<file path="config.mk">
export PLATFORM = sky130hd
export DESIGN_NAME = lag_integrator
export DESIGN_NICKNAME = d
export VERILOG_FILES = /design/src/rtl/lag_integrator.sv
export SDC_FILE = /design/constraint.sdc
export NUM_CORES = 1
export LEC_CHECK = 0
export ABC_AREA = 1
export BUFFER_PORTS_ARGS = -buffer_cell sky130_fd_sc_hd__buf_2
export CORE_MARGIN = 1.5
export CORE_UTILIZATION = 30
export DETAILED_ROUTE_END_ITERATION = 8
export PLACE_DENSITY = 0.51
export SLEW_MARGIN = 20
export SYNTH_ARGS = -nofsm -noshare
export SYNTH_HDL_FRONTEND = slang
export SYNTH_SLANG_ARGS = --single-unit
</file>
<file path="constraint.sdc">
create_clock -name clk -period 8.2 [get_ports clk]
set_clock_uncertainty 0.15 [all_clocks]
set_input_delay 1.23 -clock clk [delete_from_list [all_inputs] [get_ports clk]]
set_output_delay 1.23 -clock clk [all_outputs]
set_load 0.005 [all_outputs]
</file>
<file path="src/rtl/lag_integrator.sv">
// Two-stage lag integrator: scaled error register, clamped accumulator and a limit-to-limit sweep FSM.
// Optional clamp-event counter enabled by defining LAG_HIT_COUNT_EN.
module lag_integrator #(
    parameter int ERR_W = 8,
    parameter int ACC_W = 32,
    parameter int EXP_W = 5
) (
    input  logic             clk,
    input  logic             resetN,
    input  logic             clkEn,
    input  logic             clear,
    input  logic             hold,
    input  logic [ERR_W-1:0] error,
    input  logic [EXP_W-1:0] lagExp,
    input  logic [ACC_W-1:0] limit,
    input  logic             sweepEn,
    input  logic [ACC_W-1:0] sweepOffsetMag,
    output logic [ACC_W-1:0] lagAccum,
    output logic [1:0]       sweepState,
    output logic             atUpper,
    output logic             atLower,
    output logic [15:0]      limitHits
);

    localparam int TRUNC_W = 1 << EXP_W;
    localparam int SH_W    = ERR_W + TRUNC_W - 1;
    localparam int SUM_W   = ACC_W + 2;

    localparam logic [1:0] TRACK      = 2'b00;
    localparam logic [1:0] SWEEP_UP   = 2'b01;
    localparam logic [1:0] SWEEP_DOWN = 2'b10;

    localparam logic [ACC_W-1:0] MAX_POS = {1'b0, {(ACC_W-1){1'b1}}};

    logic [1:0] rst_sync_q;
    logic       rst_int_n;

    // Assert asynchronously, release two clocks after resetN rises.
    always_ff @(posedge clk or negedge resetN) begin
        if (!resetN) begin
            rst_sync_q <= '0;
        end else begin
            rst_sync_q <= {rst_sync_q[0], 1'b1};
        end
    end

    assign rst_int_n = rst_sync_q[1];

    logic signed [SH_W-1:0]    err_wide;
    logic signed [SH_W-1:0]    err_shl;
    logic signed [TRUNC_W-1:0] err_trunc;
    logic signed [ACC_W-1:0]   lag_err_d;
    logic signed [ACC_W-1:0]   lag_err_q;

    // Shift in a field wide enough for the largest exponent so no bits are lost.
    always_comb begin
        err_wide  = SH_W'(signed'(error));
        err_shl   = err_wide <<< lagExp;
        err_trunc = TRUNC_W'(err_shl >>> (ERR_W - 1));
        lag_err_d = (lagExp == '0) ? '0 : ACC_W'(err_trunc);
    end

    logic signed [ACC_W-1:0] acc_q, acc_d;
    logic signed [ACC_W:0]   offset_q, offset_d;
    logic signed [ACC_W:0]   mag_pos;
    logic [1:0]              state_q, state_d;
    logic                    at_upper_q, at_lower_q;
    logic [ACC_W-1:0]        lim_c;
    logic signed [SUM_W-1:0] sum;
    logic signed [SUM_W-1:0] ul;
    logic signed [SUM_W-1:0] ll;
    logic                    clamp_hi, clamp_lo;

    always_comb begin
        lim_c = (limit > MAX_POS) ? MAX_POS : limit;
        ul    = signed'(SUM_W'(lim_c));
        ll    = -ul;
        sum   = SUM_W'(acc_q) + SUM_W'(lag_err_q) + SUM_W'(offset_q);
        // With a zero limit a zero sum is in range, not a clamp.
        clamp_hi = (sum > ul) || ((sum == ul) && (lim_c != '0));
        clamp_lo = !clamp_hi && ((sum < ll) || ((sum == ll) && (lim_c != '0)));
        if (clamp_hi) begin
            acc_d = ACC_W'(ul);
        end else if (clamp_lo) begin
            acc_d = ACC_W'(ll);
        end else begin
            acc_d = ACC_W'(sum);
        end
    end

    always_comb begin
        mag_pos  = signed'({1'b0, sweepOffsetMag});
        state_d  = state_q;
        offset_d = offset_q;
        if (!sweepEn) begin
            state_d  = TRACK;
            offset_d = '0;
        end else begin
            case (state_q)
                TRACK: begin
                    state_d  = SWEEP_UP;
                    offset_d = mag_pos;
                end
                SWEEP_UP: begin
                    if (clamp_hi) begin
                        state_d  = SWEEP_DOWN;
                        offset_d = -mag_pos;
                    end
                end
                SWEEP_DOWN: begin
                    if (clamp_lo) begin
                        state_d  = SWEEP_UP;
                        offset_d = mag_pos;
                    end
                end
                default: begin
                    state_d  = TRACK;
                    offset_d = '0;
                end
            endcase
        end
    end

    always_ff @(posedge clk or negedge rst_int_n) begin
        if (!rst_int_n) begin
            lag_err_q  <= '0;
            acc_q      <= '0;
            offset_q   <= '0;
            state_q    <= TRACK;
            at_upper_q <= 1'b0;
            at_lower_q <= 1'b0;
        end else if (clkEn) begin
            if (clear) begin
                lag_err_q  <= '0;
                acc_q      <= '0;
                offset_q   <= '0;
                state_q    <= TRACK;
                at_upper_q <= 1'b0;
                at_lower_q <= 1'b0;
            end else begin
                lag_err_q <= lag_err_d;
                if (!hold) begin
                    acc_q      <= acc_d;
                    offset_q   <= offset_d;
                    state_q    <= state_d;
                    at_upper_q <= clamp_hi;
                    at_lower_q <= clamp_lo;
                end
            end
        end
    end

`ifdef LAG_HIT_COUNT_EN
    logic [15:0] hits_q;

    always_ff @(posedge clk or negedge rst_int_n) begin
        if (!rst_int_n) begin
            hits_q <= '0;
        end else if (clkEn) begin
            if (clear) begin
                hits_q <= '0;
            end else if (!hold && (clamp_hi || clamp_lo) && (hits_q != '1)) begin
                hits_q <= hits_q + 16'd1;
            end
        end
    end

    assign limitHits = hits_q;
`else
    assign limitHits = '0;
`endif

    assign lagAccum   = acc_q;
    assign sweepState = state_q;
    assign atUpper    = at_upper_q;
    assign atLower    = at_lower_q;

endmodule

</file>
==> qor.yml, run 1 <==
status: "finished, final reports clean"
critPathSlowestCell: "a2111oi_0"
cp.arrival_ps: 6880
num-fill-cells: 4039
antenna_found_initial: 2
final_common_cell: "nand2_1"
sequentialPowerShare: 0.206
drv_slew: 0
synthToLayoutAreaGrowth_pct: 11.3
end_kind: "flop"
cellLeakagePower_nw: 6.70
ir_drop_mv: 0.130
nets: 1942
drc: 0
p_clk_frac: 0.114
crit_fanout: 33
synth-edff-count: 0
drt_iter0_markers: 730
start_util: 0.305
r2r_end: "lagAccum[10]"
vias: 10800
numCtsBuffers: 9
dieArea_um2: 38200
worstPathRequired_ps: 8310
rsz0062_at_grt: "false"
synth_cells: 1640
max_freq_mhz: 148
startpoint_type: "input port"
cts_buffer_depth: 2
p_per_area_nw_per_um2: 321
sw_frac_of_total: 0.559
finalCriticalPeriod_ps: 6770
row_count: 70
postCtsSetupRepairBufs: 0
final_hold_viol_count: 0
setup_viol: 0
core_area_um2: 36500
boundaryPins: 135
overflow: 0
ys_warn_count: 0
cts-htree-levels: 3
port_buffers: 118
place_ws_ps: 1090
cp_num_buf_inv: 3
async_flop_share: 1.00
fp.dieH_um: 196
detail-route-antenna-nets: 0
cts_root_buf: "clkbuf_16"
crit_type: "input port to flop"
path_clk_slew_ps: 80
place_congestion: 0.915
first_pass_iters: 5
ys.flop_type: "dfrtp_1"
p_int_mw: 1.75
hpwl_um: 30900
p_sw_mw: 2.22
postCtsResizedCells: 0
worst_slack_ps: 1430
path_delay_family: "simple AND/OR/NAND/NOR gates"
slowest_delay_ps: 670
critPathMostFrequentCell: "nand2_1"
avgSynthCellArea_um2: 6.78
grt_pass1_vias: 10300
cts_tree: "built"
p_comb_frac: 0.680
clock_sinks: 103
cts_hold_buf: 0
wl_per_cell_um: 16.8
final_cell_mix: "nand2_1 (430), inv_1 (206), nand3_1 (142)"
ys_ff_latch: 103
clk_latency_ps: 360
rrSetupSlack_ps: 1550
relSlewSlack: 0.292
netlist-cell-type-count: 54
drv_cap: 0
r2r-start: "lagAccum[1]"
syn_area_um2: 11100
dieWidth_um: 196
layout-drive-gt1-share: 0.103
yosysSeqAreaShare: 0.232
drt_wl_total_um: 36900
worst_pin_slew_ps: 1030
grt.total_usage: 0.195
grt_pass1_wl_um: 58500
r2r_cells: 31
fin_setup_tns_ps: 0
period_share: 0.826
hp-class: "flop to async pin"
viasPerCell: 4.89
grt_max_degree: 60
## cells in the mapped netlist (6+ instances only)
master	n	area [um2]
inv_1	206	773
dfrtp_1	103	2580
nor4_1	9	56.3
clkbuf_1	29	109
o21ai_0	121	606
o21bai_1	6	45.0
clkinv_1	8	30.0
o21a_1	8	60.1
nand3_1	142	711
ha_1	98	1230
buf_2	10	50.1
fa_1	34	681
xor2_1	43	377
a21oi_1	92	460
nor3_1	37	185
nand4_1	21	131
a22oi_1	6	45.0
xnor2_1	10	87.6
nor2_2	11	68.8
nand2_1	430	1610
buf_4	19	143
a22o_1	9	78.8
nor2_1	122	458
## power groups by stage
stage / registers, mW / logic [mW] / clock network, mW
2_1_floorplan: 0.751 / 1.92 / 0
3_3_place_gp: 0.840 / 2.65 / 0
3_5_place_dp: 0.834 / 2.67 / 0
4_1_cts: 0.829 / 2.69 / 0.465
5_1_grt: 0.846 / 3.08 / 0.481
6_report: 0.819 / 2.70 / 0.452
## stage by stage
step / utilization / area (um2) / hold WS [ps] / instances / total power, mW
5_1_grt: 0.339 / 12400 / 223 / 2200 / 4.41
6_report: 0.339 / 12400 / 175 / 2201 / 3.97
3_3_place_gp: 0.330 / 12100 / 188 / 2184 / 3.49
4_1_cts: 0.339 / 12400 / 205 / 2200 / 3.98
2_1_floorplan: - / 11200 / 181 / 1656 / 2.67
3_5_place_dp: 0.330 / 12100 / 191 / 2184 / 3.50
## cell type report
| type | instances | area [um2] | share of cell area |
|---|---|---|---|
| Antenna cell | 1 | 2.50 | 0.000202 |
| Clock buffer | 9 | 225 | 0.0182 |
| Clock inverter | 7 | 87.6 | 0.00708 |
| Inverter | 216 | 811 | 0.0655 |
| Multi-Input combinational cell | 1270 | 7420 | 0.600 |
| Sequential cell | 103 | 2580 | 0.209 |
| Tap cell | 468 | 586 | 0.0473 |
| Timing Repair Buffer | 127 | 658 | 0.0532 |
## layer usage
layer  track usage  up-vias  wire (um)
met5             0        -         13
met4        0.0451        2        557
met3        0.0140       23       1440
met2         0.298      237      15800
met1         0.298     4983      19200
li1              -     5516          -
## state kept, by name, indices dropped and copies added, names as in the netlist
register    count
atLower         1
atUpper         1
lagAccum       32
lag_err_q      32
offset_q       33
rst_sync_q      2
sweepState      2
## cells by family after synthesis
group,Yosys count,synth area share
AND/OR/NAND/NOR,798,0.312
adder cells (fa/ha/maj),132,0.171
buffers and inverters,283,0.106
AO/OA/AOI/OAI,268,0.135
other,2,0.000675
multiplexers,1,0.000900
flip-flops,103,0.232
XOR/XNOR,53,0.0417
## worst max path at each step
| stage | slack [ps] | endpoint | from | cells after the start |
|---|---|---|---|---|
| 2_1_floorplan | 2730 | lagAccum[22] | limit[31] | 29 |
| 3_3_place_gp | 1370 | lagAccum[8] | limit[31] | 29 |
| 3_5_place_dp | 1090 | lagAccum[18] | limit[31] | 29 |
| 4_1_cts | 1480 | lagAccum[10] | limit[31] | 29 |
| 5_1_grt | 860 | lagAccum[1] | limit[31] | 29 |
| 6_report | 1430 | lagAccum[10] | limit[31] | 29 |
Note: power is estimated with default switching activity, not from simulation.
==> inputs of run 2 (changes only) <==
==> constraint.sdc (replaced) <==
create_clock -name clk -period 7.1 [get_ports clk]
set_clock_uncertainty 0.15 [all_clocks]
set_input_delay 1.065 -clock clk [delete_from_list [all_inputs] [get_ports clk]]
set_output_delay 1.065 -clock clk [all_outputs]
set_load 0.005 [all_outputs]
==> qor.yml, run 2 (synthesis results as in run 1) <==
status: "finished, final reports clean"
postCtsSetupRepairBufs: 0
grt_util_met1: 0.292
start_util: 0.305
whs_ps: 190
wl_per_cell_um: 16.6
rsz0062_at_grt: "false"
fp.dieH_um: 196
synthToLayoutAreaGrowth_pct: 11.4
num-fill-cells: 4016
drt_iter0_markers: 869
setup_viol: 0
port_buffers: 118
core_area_um2: 36500
drv_cap: 0
final_cell_mix: "nand2_1 (430), inv_1 (206), nand3_1 (142)"
first_pass_iters: 6
hpwl_um: 30500
clk_latency_ps: 370
layout-drive-gt1-share: 0.104
drt_wl_total_um: 36600
grt_pass1_vias: 10100
end_kind: "flop"
fin_setup_tns_ps: 0
grt_pass1_wl_um: 57500
regMostFlops: "offset_q"
finalCriticalPeriod_ps: 6210
place_area_um2: 12100
largest_reg_flops: 33
row_count: 70
overflow: 0
startpoint_type: "flop"
grt.total_usage: 0.192
viasPerCell: 4.85
crit_fanout: 35
max_freq_mhz: 161
cellLeakagePower_nw: 6.71
cts_hold_buf: 0
vias: 10700
gr-max-usage-layer: "met2"
grt_max_degree: 57
worstPathRequired_ps: 7260
dieArea_um2: 38200
r2r_end: "offset_q[3]"
final_hold_viol_count: 0
rrSetupSlack_ps: 890
drv_slew: 0
crit_type: "flop to flop"
dieWidth_um: 196
final_common_cell: "nand2_1"
setup.worst_path.start: "lagAccum[15]"
cts_buffer_depth: 2
place_ws_ps: 683
path_clk_slew_ps: 80
r2r-start: "lagAccum[15]"
utilization: 0.339
worst_pin_slew_ps: 1000
nets: 1943
r2r_cells: 25
cts_root_buf: "clkbuf_16"
ir_drop_mv: 0.168
p_per_area_nw_per_um2: 369
boundaryPins: 135
cts_tree: "built"
hp-class: "flop to async pin"
relSlewSlack: 0.331
drc: 0
cp.arrival_ps: 6370
gr-usage-met3: 0.0135
finalInstanceArea_um2: 12400
clock_sinks: 103
worst_slack_ps: 886
postCtsResizedCells: 0
antenna_found_initial: 2
grtUsageMet2: 0.295
place_congestion: 0.919
cts-htree-levels: 3
detail-route-antenna-nets: 0
period_share: 0.875
numCtsBuffers: 9
==> run 2: final cells by class <==
class	count	area, um2	area share
Clock buffer	10	239	0.0193
Antenna cell	2	5.00	0.000404
Inverter	216	811	0.0654
Clock inverter	6	83.8	0.00676
Tap cell	468	586	0.0472
Timing Repair Buffer	128	666	0.0537
Multi-Input combinational cell	1270	7420	0.599
Sequential cell	103	2580	0.208
==> run 2: worst max-delay path by stage <==
| stage | to | slack (ps) | cells past startpoint |
|---|---|---|---|
| floorplan | lagAccum[22] | 1790 | 29 |
| global placement | offset_q[1] | 910 | 27 |
| detailed placement | offset_q[6] | 680 | 29 |
| CTS | offset_q[6] | 920 | 25 |
| global route | offset_q[3] | 230 | 32 |
| finish | offset_q[3] | 890 | 25 |
==> run 2: metal layers <==
| layer | part of all wire | wire length, um |
|---|---|---|
| met5 | 0 | 0 |
| met4 | 0.014 | 520 |
| met3 | 0.039 | 1420 |
| met2 | 0.43 | 15600 |
| met1 | 0.52 | 19100 |
==> run 2: metrics by stage <==
step	power, mW	std cells
after CTS	4.58	2201
after floorplan	3.09	1656
after global placement	3.98	2185
after global routing	5.07	2201
final	4.58	2203
after detailed placement	4.00	2185
==> run 2: report_power, final <==
group	switching, mW	internal [mW]	leakage, nW
registers	0.223	0.718	1.37
clock network	0.258	0.293	0.158
logic	2.03	1.05	5.18
total	2.51	2.07	6.71
==> run 2: critical path, cell delays in order, from the launching register on <==
cell and delay (ps):
dfrtp_1 470, fa_1 500, ha_1 380, a21oi_1 240
o21ai_0 160, a211oi_1 410, nand3_1 230, nand2_1 120
nand3_1 130, a31oi_1 200, xor2_1 290, inv_1 120
ha_1 300, nand2_1 60, inv_1 40, o21ai_0 90
a21oi_1 100, a2111oi_0 590, nand2_1 150, nand2_1 130
nand3_4 330, nand2_2 300, nand2_4 150, nand2_4 320
nand2_1 110, nand2_1 70
